==> src/rtl/amo_reservation_unit_if.sv <==
// amo_reservation_unit_if: LR/SC/invalidate requests and reservation status between the LS unit and the reservation tracker
interface amo_reservation_unit_if #(
  parameter int RESERVATION_WORDS = 8
);
  localparam int G = 2 + $clog2(RESERVATION_WORDS);
  logic lr_valid;
  logic [31:0] lr_addr;
  logic sc_valid;
  logic [31:0] sc_addr;
  logic inv_valid;
  logic [31:0] inv_addr;
  logic sc_done;
  logic sc_success;
  logic reservation_valid;
  logic [31-G:0] reservation_granule;
  modport master (
    output lr_valid, lr_addr, sc_valid, sc_addr, inv_valid, inv_addr,
    input sc_done, sc_success, reservation_valid, reservation_granule
  );
  modport slave (
    input lr_valid, lr_addr, sc_valid, sc_addr, inv_valid, inv_addr,
    output sc_done, sc_success, reservation_valid, reservation_granule
  );
endinterface

==> src/rtl/amo_reservation_unit.sv <==
// amo_reservation_unit: single LR/SC reservation with LR_WAIT aging, invalidation kill and 1-cycle SC resolution
module amo_reservation_unit #(
  parameter int LR_WAIT = 32,
  parameter int RESERVATION_WORDS = 8
) (
  input logic clk,
  input logic rst,
  amo_reservation_unit_if.slave bus
);
  localparam int G = 2 + $clog2(RESERVATION_WORDS);
  localparam int CW = $clog2(LR_WAIT + 1);
  localparam logic [0:0] IDLE = 1'b0;
  localparam logic [0:0] RESERVED = 1'b1;
  logic [0:0] state;
  logic [31-G:0] granule;
  logic [CW-1:0] counter;
  logic sc_done_r;
  logic sc_success_r;
  logic inv_hit;
  logic sc_hit;
  // A matching invalidation in the SC's own cycle wins over the SC.
  always_comb begin
    inv_hit = state == RESERVED && bus.inv_valid && bus.inv_addr[31:G] == granule;
    sc_hit = state == RESERVED && bus.sc_addr[31:G] == granule && !inv_hit;
  end
  always_ff @(posedge clk) begin
    if (!rst) begin
      state <= IDLE;
      granule <= '0;
      counter <= '0;
      sc_done_r <= 1'b0;
      sc_success_r <= 1'b0;
    end else begin
      sc_done_r <= bus.sc_valid;
      sc_success_r <= bus.sc_valid && sc_hit;
      if (bus.lr_valid) begin
        state <= RESERVED;
        granule <= bus.lr_addr[31:G];
        counter <= CW'(LR_WAIT);
      end else if (state == RESERVED && (bus.sc_valid || inv_hit || counter == CW'(1))) begin
        state <= IDLE;
        counter <= '0;
      end else if (state == RESERVED) begin
        counter <= counter - 1'b1;
      end
    end
  end
  assign bus.sc_done = sc_done_r;
  assign bus.sc_success = sc_success_r;
  assign bus.reservation_valid = state == RESERVED;
  assign bus.reservation_granule = granule;
endmodule

==> src/flat_wrapper.sv <==
// flat-port wrapper written by rule: the top's interface ports become plain ports
module amo_reservation_unit_flat 
#(
  parameter int LR_WAIT = 32,
  parameter int RESERVATION_WORDS = 8
)
  (clk, rst, bus_lr_valid, bus_lr_addr, bus_sc_valid, bus_sc_addr, bus_inv_valid, bus_inv_addr, bus_sc_done, bus_sc_success, bus_reservation_valid, bus_reservation_granule);
  amo_reservation_unit_if #(.RESERVATION_WORDS(RESERVATION_WORDS)) bus_i ();
  input logic clk;
  input logic rst;
  input wire logic [$bits(bus_i.lr_valid)-1:0] bus_lr_valid;
  input wire logic [$bits(bus_i.lr_addr)-1:0] bus_lr_addr;
  input wire logic [$bits(bus_i.sc_valid)-1:0] bus_sc_valid;
  input wire logic [$bits(bus_i.sc_addr)-1:0] bus_sc_addr;
  input wire logic [$bits(bus_i.inv_valid)-1:0] bus_inv_valid;
  input wire logic [$bits(bus_i.inv_addr)-1:0] bus_inv_addr;
  output wire logic [$bits(bus_i.sc_done)-1:0] bus_sc_done;
  output wire logic [$bits(bus_i.sc_success)-1:0] bus_sc_success;
  output wire logic [$bits(bus_i.reservation_valid)-1:0] bus_reservation_valid;
  output wire logic [$bits(bus_i.reservation_granule)-1:0] bus_reservation_granule;
  assign bus_i.lr_valid = bus_lr_valid;
  assign bus_i.lr_addr = bus_lr_addr;
  assign bus_i.sc_valid = bus_sc_valid;
  assign bus_i.sc_addr = bus_sc_addr;
  assign bus_i.inv_valid = bus_inv_valid;
  assign bus_i.inv_addr = bus_inv_addr;
  assign bus_sc_done = bus_i.sc_done;
  assign bus_sc_success = bus_i.sc_success;
  assign bus_reservation_valid = bus_i.reservation_valid;
  assign bus_reservation_granule = bus_i.reservation_granule;
  amo_reservation_unit #(.LR_WAIT(LR_WAIT), .RESERVATION_WORDS(RESERVATION_WORDS)) u_core (.clk(clk), .rst(rst), .bus(bus_i));
endmodule
==> config.mk <==
export PLATFORM = sky130hd
export DESIGN_NAME = amo_reservation_unit_flat
export DESIGN_NICKNAME = d
export VERILOG_FILES = /design/src/rtl/amo_reservation_unit_if.sv /design/src/rtl/amo_reservation_unit.sv /design/src/flat_wrapper.sv
export SDC_FILE = /design/constraint.sdc
export NUM_CORES = 1
export LEC_CHECK = 0
export BUFFER_PORTS_ARGS = -buffer_cell sky130_fd_sc_hd__buf_2
export CAP_MARGIN = 20
export CORE_ASPECT_RATIO = 0.7
export CORE_MARGIN = 5
export CORE_UTILIZATION = 42
export CTS_BUF_LIST = sky130_fd_sc_hd__clkbuf_8 sky130_fd_sc_hd__clkbuf_16
export DETAILED_ROUTE_END_ITERATION = 8
export PLACE_DENSITY = 0.8
export SYNTH_ARGS = -nofsm -noshare
export SYNTH_HDL_FRONTEND = slang
export SYNTH_SLANG_ARGS = --single-unit
==> constraint.sdc <==
create_clock -name clk -period 2.14 [get_ports clk]
set_clock_uncertainty 0.05 [all_clocks]
set_input_delay 0.214 -clock clk [delete_from_list [all_inputs] [get_ports clk]]
set_output_delay 0.214 -clock clk [all_outputs]
set_load 0.01 [all_outputs]
Word-level counts from Yosys, hierarchy flattened:

Index checks and enable logic that the tools add are counted.

* output and inout bits: 30
* logic and storage cells: 28
* flip-flop bits (word level): 36
* input port bits: 101

* reductions and logical operators: 12
* muxes and demuxes: 5
* add/subtract/negate cells: 1
* bitwise gates (word level): 1
* eq/ne operators: 3

Operators by type and width (number)
* equality test 27 bit: 2
* 2-to-1 mux 6 bit: 3
* equality test 6 x 1 -> 1 bit, second input constant: 1
* logical AND 1 bit: 6
* subtractor 6 x 1 -> 6 bit, second input constant: 1
* nonzero test 3 bit: 1
* OR reduction 3 bit: 1
* logical OR 1 bit: 2
* 2-to-1 mux 1 bit: 2
* nonzero test 2 bit: 1
* logical NOT 1 bit: 1
* inverter 1 bit: 1

Logic depth before layout (Yosys ltp):

Gate-level depths: netlist of the first run.

* depth in word-level cells: 7
* mapped depth: 6
* mapped depth without buffers: 6

Worst setup path before layout of the first run:

OpenSTA, ideal clock, no wires.

* kind: reg-to-reg
* start: register u_core.granule[20], in the netlist u_core.bus.reservation_granule[20]
* end: register u_core.counter[0]
* data arrival time: 1386 ps
* setup time: 127 ps
* period minus slack after synthesis: 1563 ps
* stages on the path, launching flop included: 6
* required time: 1962 ps
* setup slack: 577 ps
* buffers on the path: 0
* path through: dfxtp_1 xor2_1 nor4_1 nand4_1 o311ai_0 a21oi_1

* word-level cells in the longest chain between the ends: 6

RTL lines
* start, declared: RTL line amo_reservation_unit.sv:15 `logic [31-G:0] granule;`
* start signal, assigned: RTL line amo_reservation_unit.sv:38 `granule <= bus.lr_addr[31:G];`
* equality test 27 bit: RTL line amo_reservation_unit.sv:23 `inv_hit = state == RESERVED && bus.inv_valid && bus.inv_addr[31:G] == granule;`
* logical AND 1 bit: RTL line amo_reservation_unit.sv:23
* logical OR 1 bit (2 in series): RTL line amo_reservation_unit.sv:40 `end else if (state == RESERVED && (bus.sc_valid || inv_hit || counter == CW'(1))) begin`
* logical AND 1 bit: RTL line amo_reservation_unit.sv:40
* OR reduction 3 bit (no line)
* end signal, assigned: RTL line amo_reservation_unit.sv:39 `counter <= CW'(LR_WAIT);`
* end signal, assigned: RTL line amo_reservation_unit.sv:44 `counter <= counter - 1'b1;`
* end, declared: RTL line amo_reservation_unit.sv:16 `logic [CW-1:0] counter;`

Every way passes these cells.
A chain may end at the register's enable or synchronous reset.

Worst setup path in the final report of the first run:

* start: register u_core.granule[6], in the netlist u_core.bus.reservation_granule[6]
* end: register u_core.state, in the netlist u_core.bus.reservation_valid

* word-level cells in the longest chain between the ends: 6

RTL lines
* equality test 27 bit: RTL line amo_reservation_unit.sv:23
* logical AND 1 bit: RTL line amo_reservation_unit.sv:23
* logical OR 1 bit (2 in series): RTL line amo_reservation_unit.sv:40
* logical AND 1 bit: RTL line amo_reservation_unit.sv:40
* nonzero test 2 bit (no line)
* end signal, assigned: RTL line amo_reservation_unit.sv:28 `state <= IDLE;`
* end signal, assigned: RTL line amo_reservation_unit.sv:37 `state <= RESERVED;`
* end signal, assigned: RTL line amo_reservation_unit.sv:41 `state <= IDLE;`
* end, declared: RTL line amo_reservation_unit.sv:14 `logic [0:0] state;`

Every way passes these cells.

==> results.txt, run 1 <==
Static timing analysis puts the maximum clock frequency at 550 MHz. The run gives 32 as the pin count of the biggest net entering global routing. Following the worst setup path forward leads to its endpoint at u_core.bus.reservation_valid.

In this run the critical register-to-register path is captured at u_core.bus.reservation_valid. In the layout the commonest cells are sky130_fd_sc_hd__buf_2 (115), sky130_fd_sc_hd__xor2_1 (36), sky130_fd_sc_hd__dfxtp_1 (36). Kind of end point of the critical path: a flip-flop. STA classifies the critical path startpoint as a flip-flop. The flow ran to the end, and the final reports show no timing, DRC or antenna violations. In this design, the stage delay of the slowest critical-path cell is 0.39 ns. Among all stages on the critical path, the largest delay is contributed by sky130_fd_sc_hd__nor4_1. TritonCTS built the clock tree. Walking the worst path, the cells encountered are xor2_1 > nor4_1 > nand4_1 > nor3_4 > o21ai_0. Kind of critical path: flip-flop to flip-flop. For the area of the core region, the log shows 4700 µm². For the met2 capacity usage during global routing, the log shows 0.290. The worst-case headroom to the max-slew limit is 0.648. For this run, the number of standard cells in the final layout without fillers is 381.

Dividing the detail-routed wire length by the instance count gives 14.9 µm. After filler insertion, the fill cell instance count of the layout stands at 433. At the end of routability-driven placement, the weighted congestion stood at 0.793.

Met3 routing resource usage after global routing: 0.0604. Data on the critical path arrives at its endpoint at 1.93 ns. At the pin with the least slew margin, the transition time is 0.529 ns. Each instance of the synthesized netlist takes up on average 9.78 µm². The post-cts resize count is 0, and the share of the synthesized area in compound gates (AO/OA/AOI/OAI) is 0.0255. The tools report the setup-violating endpoint count in the final report as 0.

The fraction of layout instances using a drive strength above 1 works out to 0.389. The worst-case vdd ir drop was 409 µV. The deepest level of the CTS H-tree was 2. Counting every sink on the clock net gives 36. By area, the combinational part of the netlist is dominated by XOR/XNOR gates.

The synthesized netlist contains 27 unique library cells. Number of cell instances on the worst register-to-register path: 5. The die outline area was 6310 µm².

Across all hold checks on the routed design, the worst slack comes to 0.129 ns. The post-CTS setup-driven buffer insertion count is 0. In this run the count of I/O pins placed on the die edge is 131.

The global-route wire length before repair is 8890 µm. The hold buffer count at cts came out at 0. For the total DRC errors in the routed layout, the log shows 0. Setup repair after global routing left no endpoint under its margin. For the met1 global-route usage, the log shows 0.241. The library cell used most frequently in the layout, excluding fill and tap cells, is sky130_fd_sc_hd__buf_2. The area of combinational cells with multiple inputs is 1250 µm². The arithmetic-cell share of the synthesized area counting full adders, half adders and majority gates was 0.0124. The critical path launch point was u_core.bus.reservation_granule[6]. In this run the core area contains 21 standard-cell rows. The logs give 0 for the count of final max-slew check failures and 1837 for the number of global-route vias before repair.

The repair_antennas step left the layout with diodes totalling 0. Subtracting the final worst setup slack from the clock period gives 1.82 ns. For the sequential-to-total area share from yosys stat, the log shows 0.358.

Portion of netlist area occupied by mux cells: 0.134. Power comes to 1.61 mW. For this run, the number of Yosys warnings is 0. The xor-xnor portion of the synthesized cell area is 0.252, and the portion of the clock cycle consumed by the worst path in the final layout is 0.849.

The static power due to leakage is 1.39 nW. After detailed routing, the number of vias per cell comes to 4.85. The overall routing resource usage was 0.183; the initial cell density of the core was 0.429. The beginning of the worst register-to-register path was u_core.bus.reservation_granule[6]. The tool flagged a number of max-cap violations equal to 0.

The initial detailed-routing violation count is 79. Clock latency on the worst-skew pair, taken at its later pin, is 0.29 ns. The simple-gate share of the synthesized area is 0.196. The run gives 0.583 as the utilization after layout. Detailed routing inserted a total of 1848 vias. After clock tree synthesis, the clock-pin slew on the worst setup and hold paths is 0.07 ns. The run gives 2 as the number of buffers on the longest clock path. The detail route stage leaves a number of antenna-violating nets equal to 0. Critical-path maximum fanout: 7. The classification of the worst-slack hold path was input pin to flip-flop. The final sum of negative setup slack was 0 ns. Buffers inserted during clock tree synthesis total 5.

Worst path required time: 2.25 ns. The tools report the overall routed net length as 5680 µm. Synthesis handed over a netlist of 206 instances.

The pre-antenna-repair detailed-routing pass consisted of 4 iterations. The number of cells after detailed placement is 373, and the number of antenna violations at the first check in global routing is 0. For the overall overflow remaining after global route, the log shows 0. The final hold violation count was 0; the count of buffers inserted at the top-level ports was 115. Power density relative to cell area: 586 nW/µm².

Detailed placement finished with a half-perimeter wire length of 4600 µm. The master cell of the clock root buffer was sky130_fd_sc_hd__clkbuf_8. At the end of the flow, the number of nets in the layout was 426. The die is 68.0 µm tall. The number of nets handed over by synthesis was 309. The cell taking the most area after synthesis was sky130_fd_sc_hd__dfxtp_1. In this run the cell area of the synthesized design comes to 2020 µm². The width of the die is 92.8 µm. After synthesis the netlist holds a flip-flop and latch count of 36. From synthesis to final layout, the design area changed by 35.9%. Sorting the synthesized cells by area gives the leading types as sky130_fd_sc_hd__dfxtp_1 (36%), sky130_fd_sc_hd__xor2_1 (16%), sky130_fd_sc_hd__mux2i_1 (13%). Across all register-to-register paths, the minimum setup slack is 0.32 ns. For the area of all sequential standard cells, the log shows 721 µm². met2 is the most crowded layer. The area share of the largest cell type after synthesis is 0.358.
-- Yosys cell counts, drive strengths merged --
cell type / instances
and2: 1
ha: 2
a2111oi: 1
nand4: 7
o21ai: 3
or3: 1
o311ai: 1
nor2: 3
buf: 4
and3: 1
xor2: 36
mux2i: 27
nand3: 2
nand3b: 1
nor2b: 27
dfxtp: 36
o31ai: 1
nand2b: 1
a21oi: 1
nor4b: 1
nor4: 10
inv: 3
nand2: 4
nor3: 6
xnor2: 22
clkbuf: 4
-- worst max-delay path, delay by kind of cell (launching register included) --
kind	cells	cell delay [ns]
flops	1	0.35
compound gates	1	0.14
xor+xnor	1	0.17
simple gates	3	0.98
-- sequential cells by signal, summed over array words and instances (netlist names) --
register                        cells
u_core.bus.reservation_granule     27
u_core.counter                      6
u_core.bus.reservation_valid        1
u_core.bus.sc_done                  1
u_core.bus.sc_success               1
-- report_power, final --
group	leakage (nW)	internal (mW)	switching (mW)
combinational	1.04	0.192	0.158
clock	0.0538	0.253	0.243
sequential	0.297	0.709	0.0520
-- area by class of cell --
class,count,share of cell area
multi-input combinational,159,0.456
inverter,3,0.00411
tap,57,0.0260
timing repair buffer,118,0.218
clock inverter,2,0.00274
clock buffer,6,0.0301
sequential,36,0.263
-- cells by family after synthesis --
| logic type | Yosys count |
|---|---|
| and+or+nand+nor | 65 |
| xor gates and xnor gates | 58 |
| DFF | 36 |
| muxes | 27 |
| buffers and inverters | 11 |
| AOI/OAI and AO/OA | 7 |
| adders and majority gates | 2 |
-- routing by layer --
layer | routed length (µm) | part of all wire
met1 | 2620 | 0.46
met2 | 2490 | 0.44
met3 | 517 | 0.091
met4 | 51 | 0.0090
met5 | 0 | 0
-- worst min-delay path by stage --
stage | from | end | slack [ns] | cells past startpoint
2_1_floorplan | bus_sc_valid | u_core.bus.sc_done | 0.31 | 1
3_3_place_gp | rst | u_core.bus.sc_done | 0.41 | 2
3_5_place_dp | rst | u_core.bus.sc_done | 0.42 | 2
4_1_cts | bus_lr_addr[17] | u_core.bus.reservation_granule[12] | 0.12 | 3
5_1_grt | bus_lr_addr[25] | u_core.bus.reservation_granule[20] | 0.13 | 3
6_report | rst | u_core.bus.sc_done | 0.13 | 2
-- stage by stage --
stage / instance area (µm²) / setup WS [ns]
2_1_floorplan: 2020 / 0.577
3_3_place_gp: 2650 / 0.353
3_5_place_dp: 2650 / 0.313
4_1_cts: 2740 / 0.300
5_1_grt: 2740 / 0.133
6_report: 2740 / 0.323
(Power assumes the default switching activity.)
==> run 2, diff against run 1 <==
ABC_AREA = 1   (was unset)
CORE_UTILIZATION = 44   (was 42)
clock period = 1.7 ns   (was 2.14 ns; I/O delays follow)
==> results.txt, run 2 <==
The flow ran to the end, and the final reports show no timing, DRC or antenna violations. TritonCTS built the clock tree. The combinational family with the most area after synthesis was simple AND/OR/NAND/NOR gates (was XOR/XNOR gates). The pin count of the biggest net entering global routing was 29 (was 32); the total DRC errors in the routed layout was 0 (unchanged). Main area contributors after synthesis: sky130_fd_sc_hd__dfxtp_1 (32%), sky130_fd_sc_hd__nand2_1 (19%), sky130_fd_sc_hd__inv_1 (13%) (was sky130_fd_sc_hd__dfxtp_1 (36%), sky130_fd_sc_hd__xor2_1 (16%), sky130_fd_sc_hd__mux2i_1 (13%)).

The die outline area is 6730 µm² (was 6310 µm²), and the post-synthesis average cell area is 5.91 µm² (was 9.78 µm²). Mapped cell area: 2270 µm² (was 2020 µm²). The longest individual stage delay on the worst path is 0.37 ns (was 0.39 ns), and the arithmetic-cell share of the synthesized area counting full adders, half adders and majority gates is 0.0110 (was 0.0124). The overall power is 2.26 mW (was 1.61 mW), and the worst path required time is 1.84 ns (was 2.25 ns).

The run gives 0.840 (was 0.793) as the weighted congestion at the end of routability-driven global placement. The final routed wire length divided by cell count works out to 12.3 µm (was 14.9 µm). For the half-perimeter wire length after placement, the log shows 5760 µm (was 4600 µm). The worst-case headroom to the max-slew limit is 0.814 (was 0.648), and the xor-xnor portion of the synthesized cell area is 0.0539 (was 0.252).

The count of standard-cell rows was 21 (unchanged). The post-CTS setup-driven buffer insertion count was 0 (unchanged). The portion of netlist area occupied by mux cells is 0 (was 0.134), and the overall routed net length is 7060 µm (was 5680 µm).

The setup-violating endpoint count in the final report was 0 (unchanged); the count of buffers inserted at the top-level ports was 115 (unchanged). The tools report the number of global-route vias before repair as 2533 (was 1837). Commonest non-fill, non-tap cells in the layout: sky130_fd_sc_hd__nand2_1 (116), sky130_fd_sc_hd__buf_2 (115), sky130_fd_sc_hd__inv_1 (78) (was sky130_fd_sc_hd__buf_2 (115), sky130_fd_sc_hd__xor2_1 (36), sky130_fd_sc_hd__dfxtp_1 (36)). The count of final max-slew check failures came out at 0 (unchanged). Number of buffers added by the clock tree synthesis step: 5 (unchanged). The run gives 361 µV (was 409 µV) as the worst-case vdd ir drop.

Area added between synthesis and finish: 33.7% (was 35.9%). The master cell of the clock root buffer was sky130_fd_sc_hd__clkbuf_8 (unchanged). Cells along the critical path: inv_1 > nand2_1 > nand2_1 > nor2_1 > nand2_1 > nor2_1 > nand2_1 > o21ai_1 > nand2_1 > nand2_2 > nor2_1 (was xor2_1 > nor4_1 > nand4_1 > nor3_4 > o21ai_0). The via total after detailed routing was 2658 (was 1848); the number of flip-flops under the largest register name was 27 (unchanged). Overall overflow remaining after global route: 0 (unchanged). The logs give 0 (unchanged) for the final hold violation count and 0 (unchanged) for the number of antenna violations at the first check in global routing. The I/O pin count was 131 (unchanged). The chip height works out to 70.1 µm (was 68.0 µm).

The slowest stage cell on the critical path is sky130_fd_sc_hd__dfxtp_1 (was sky130_fd_sc_hd__nor4_1). The tools report the static power due to leakage as 1.73 nW (was 1.39 nW). The hold buffer count at cts is 0 (unchanged), and the count of flip-flops with a built-in enable after synthesis is 0 (unchanged). Simple-gate share of the synthesized area: 0.283 (was 0.196).

For the number of antenna diodes, the log shows 0 (unchanged). The run gives 4890 µm² (was 4700 µm²) as the area of the core region. The arrival time of the worst setup path came out at 1.61 ns (was 1.93 ns).

The tools report the initial detailed-routing violation count as 115 (was 79). Launching element type of the critical path: a flip-flop (unchanged). The most common cell after layout, fill and taps aside was sky130_fd_sc_hd__nand2_1 (was sky130_fd_sc_hd__buf_2). The number of register bits inferred by synthesis was 36 (unchanged); the share of the synthesized area in compound gates (AO/OA/AOI/OAI) was 0.187 (was 0.0255).

Number of cells produced by synthesis: 385 (was 206). The run gives 0.29 ns (about the same) as the clock insertion delay at the later pin of the skew report. For the final sum of negative setup slack, the log shows 0 ns (unchanged). Cell taking the most area after synthesis: sky130_fd_sc_hd__dfxtp_1 (unchanged). The maximum clock frequency was 680 MHz (was 550 MHz). The portion of the clock cycle consumed by the worst path in the final layout is 0.865 (was 0.849), and the number of nets in the synthesized netlist is 488 (was 309). The net count of the finished layout came out at 605 (was 426).

Total of warnings raised by yosys: 0 (unchanged). The sequential-to-total area share from yosys stat came out at 0.317 (was 0.358). The cell seen most often among critical-path stages was sky130_fd_sc_hd__nand2_1. Most frequently used flop master after synthesis: sky130_fd_sc_hd__dfxtp_1 (unchanged). The number of maximum-capacitance constraint violations came out at 0 (unchanged). List of most frequent post-synthesis cells: sky130_fd_sc_hd__nand2_1 (116), sky130_fd_sc_hd__inv_1 (78), sky130_fd_sc_hd__dfxtp_1 (36), sky130_fd_sc_hd__nor2_1 (36), sky130_fd_sc_hd__o21ai_0 (34) (was sky130_fd_sc_hd__dfxtp_1 (36), sky130_fd_sc_hd__xor2_1 (36), sky130_fd_sc_hd__mux2i_1 (27), sky130_fd_sc_hd__nor2b_1 (27), sky130_fd_sc_hd__xnor2_1 (22)). The count of nets left with antenna violations after detail routing was 0 (unchanged); the deepest level of the CTS H-tree was 2 (unchanged). The run gives 0 (unchanged) as the post-cts resize count.

The overall routing resource usage was 0.213 (was 0.183); the power density relative to cell area was 744 nW/µm² (was 586 nW/µm²). The clock edge transition at the registers on the reported setup and hold paths was 0.08 ns (was 0.07 ns); the measured slew at the worst slew-check pin was 0.278 ns (was 0.529 ns). Fraction of registers with async set or reset after synthesis: 0 (unchanged). The classification of the worst-slack hold path is input pin to flip-flop (unchanged).

The critical path's top delay family is simple AND/OR/NAND/NOR gates (unchanged). Post-synthesis cell type count: 24 (was 27). The kind of end point of the critical path is a flip-flop (unchanged). sky130_fd_sc_hd__nand2_1 is the most common cell in the netlist. The number of optimization iterations in the first detailed-route pass came out at 4 (unchanged). The kind of critical path was flip-flop to flip-flop (unchanged). The critical-path maximum fanout is 5 (was 7), and the number of filler instances in the final layout is 511 (was 433). Global-route wire length before repair: 11400 µm (was 8890 µm).

Setup repair after global routing left no endpoint under its margin. The width of the die is 95.9 µm (was 92.8 µm). The number of buffers on the longest clock path was 2 (unchanged). Fraction of layout instances using a drive strength above 1: 0.256 (was 0.389). Shortest period the worst path allows: 1.47 ns (was 1.82 ns). Initial cell density of the core: 0.465 (was 0.429). The number of buffers and inverters on the critical path was 1 (was 0).

The area share of the largest cell type after synthesis is 0.317 (was 0.358). The detail-routed via count per cell was 4.65 (was 4.85). The clock net sink count is 36 (unchanged).
-- run 2: cell count changes in the layout (fill, tap and decap cells not counted), moves of 31 or more --
| cell | before | now |
|---|---|---|
| sky130_fd_sc_hd__xor2_1 | 36 | 5 |
| sky130_fd_sc_hd__nand2_1 | 4 | 116 |
| sky130_fd_sc_hd__a21oi_1 | 1 | 32 |
| sky130_fd_sc_hd__o21ai_0 | 3 | 34 |
| sky130_fd_sc_hd__nor2_1 | 3 | 36 |
| sky130_fd_sc_hd__inv_1 | 5 | 78 |
-- run 2: metrics by stage --
stage	instance area (µm²)	hold slack, ns	utilization	worst slack [ns]	instances
after global routing	3040	0.113	0.622	0.0177	572
after detailed placement	2930	0.383	0.599	0.230	564
after global placement	2930	0.381	0.599	0.287	564
after floorplan	2270	0.231	-	0.359	385
after CTS	3040	0.0709	0.622	0.216	572
final	3040	0.0756	0.622	0.229	572
-- run 2: worst reg2reg max path, cell delays in order, from the launching register on --
cell and delay (ns):
sky130_fd_sc_hd__dfxtp_1 0.37, sky130_fd_sc_hd__inv_1 0.10, sky130_fd_sc_hd__nand2_1 0.08, sky130_fd_sc_hd__nand2_1 0.07
sky130_fd_sc_hd__nor2_1 0.10, sky130_fd_sc_hd__nand2_1 0.08, sky130_fd_sc_hd__nor2_1 0.11, sky130_fd_sc_hd__nand2_1 0.06
sky130_fd_sc_hd__o21ai_1 0.11, sky130_fd_sc_hd__nand2_1 0.07, sky130_fd_sc_hd__nand2_2 0.11, sky130_fd_sc_hd__nor2_1 0.06
-- run 2: worst paths after layout --
kind / from / to / slack (ns) / cells after the start
setup / recovery: u_core.bus.reservation_granule[7] / u_core.counter[1] / 0.23 / 11
hold / removal: rst / u_core.bus.sc_done / 0.08 / 3
setup reg to reg: u_core.bus.reservation_granule[7] / u_core.counter[1] / 0.23 / 11
hold reg to reg: u_core.bus.reservation_granule[12] / u_core.bus.reservation_granule[12] / 0.46 / 2
-- run 2: area by class of cell --
type,count,area [µm²],share of cell area
Multi-Input combinational cell,260,1210,0.400
Sequential cell,36,721,0.237
Timing Repair Buffer,119,606,0.199
Inverter,80,300,0.0988
Tap cell,69,86.3,0.0284
Clock buffer,5,68.8,0.0226
Clock inverter,3,42.5,0.0140
-- run 2: power breakdown --
group          switching [mW]  internal [mW]  total, mW
combinational           0.305          0.237      0.542
clock                   0.336          0.434      0.770
sequential             0.0500          0.898      0.948
total                   0.691           1.57       2.26
-- run 2: kinds of logic (layout without fill, tap and decap cells) --
family / after synthesis / in the layout
buf+inv: 89 / 207
fa+ha+maj: 2 / 2
flops: 36 / 36
xor+xnor: 14 / 14
simple gates: 166 / 166
compound gates: 78 / 78
-- run 2: layer usage --
layer	vias to the layer above	global-route usage	wire, µm
met2	104	0.337	3160
met5	-	0	0
met4	0	0.0473	16
met3	2	0.0612	726
met1	1133	0.285	3160
li1	1419	-	-
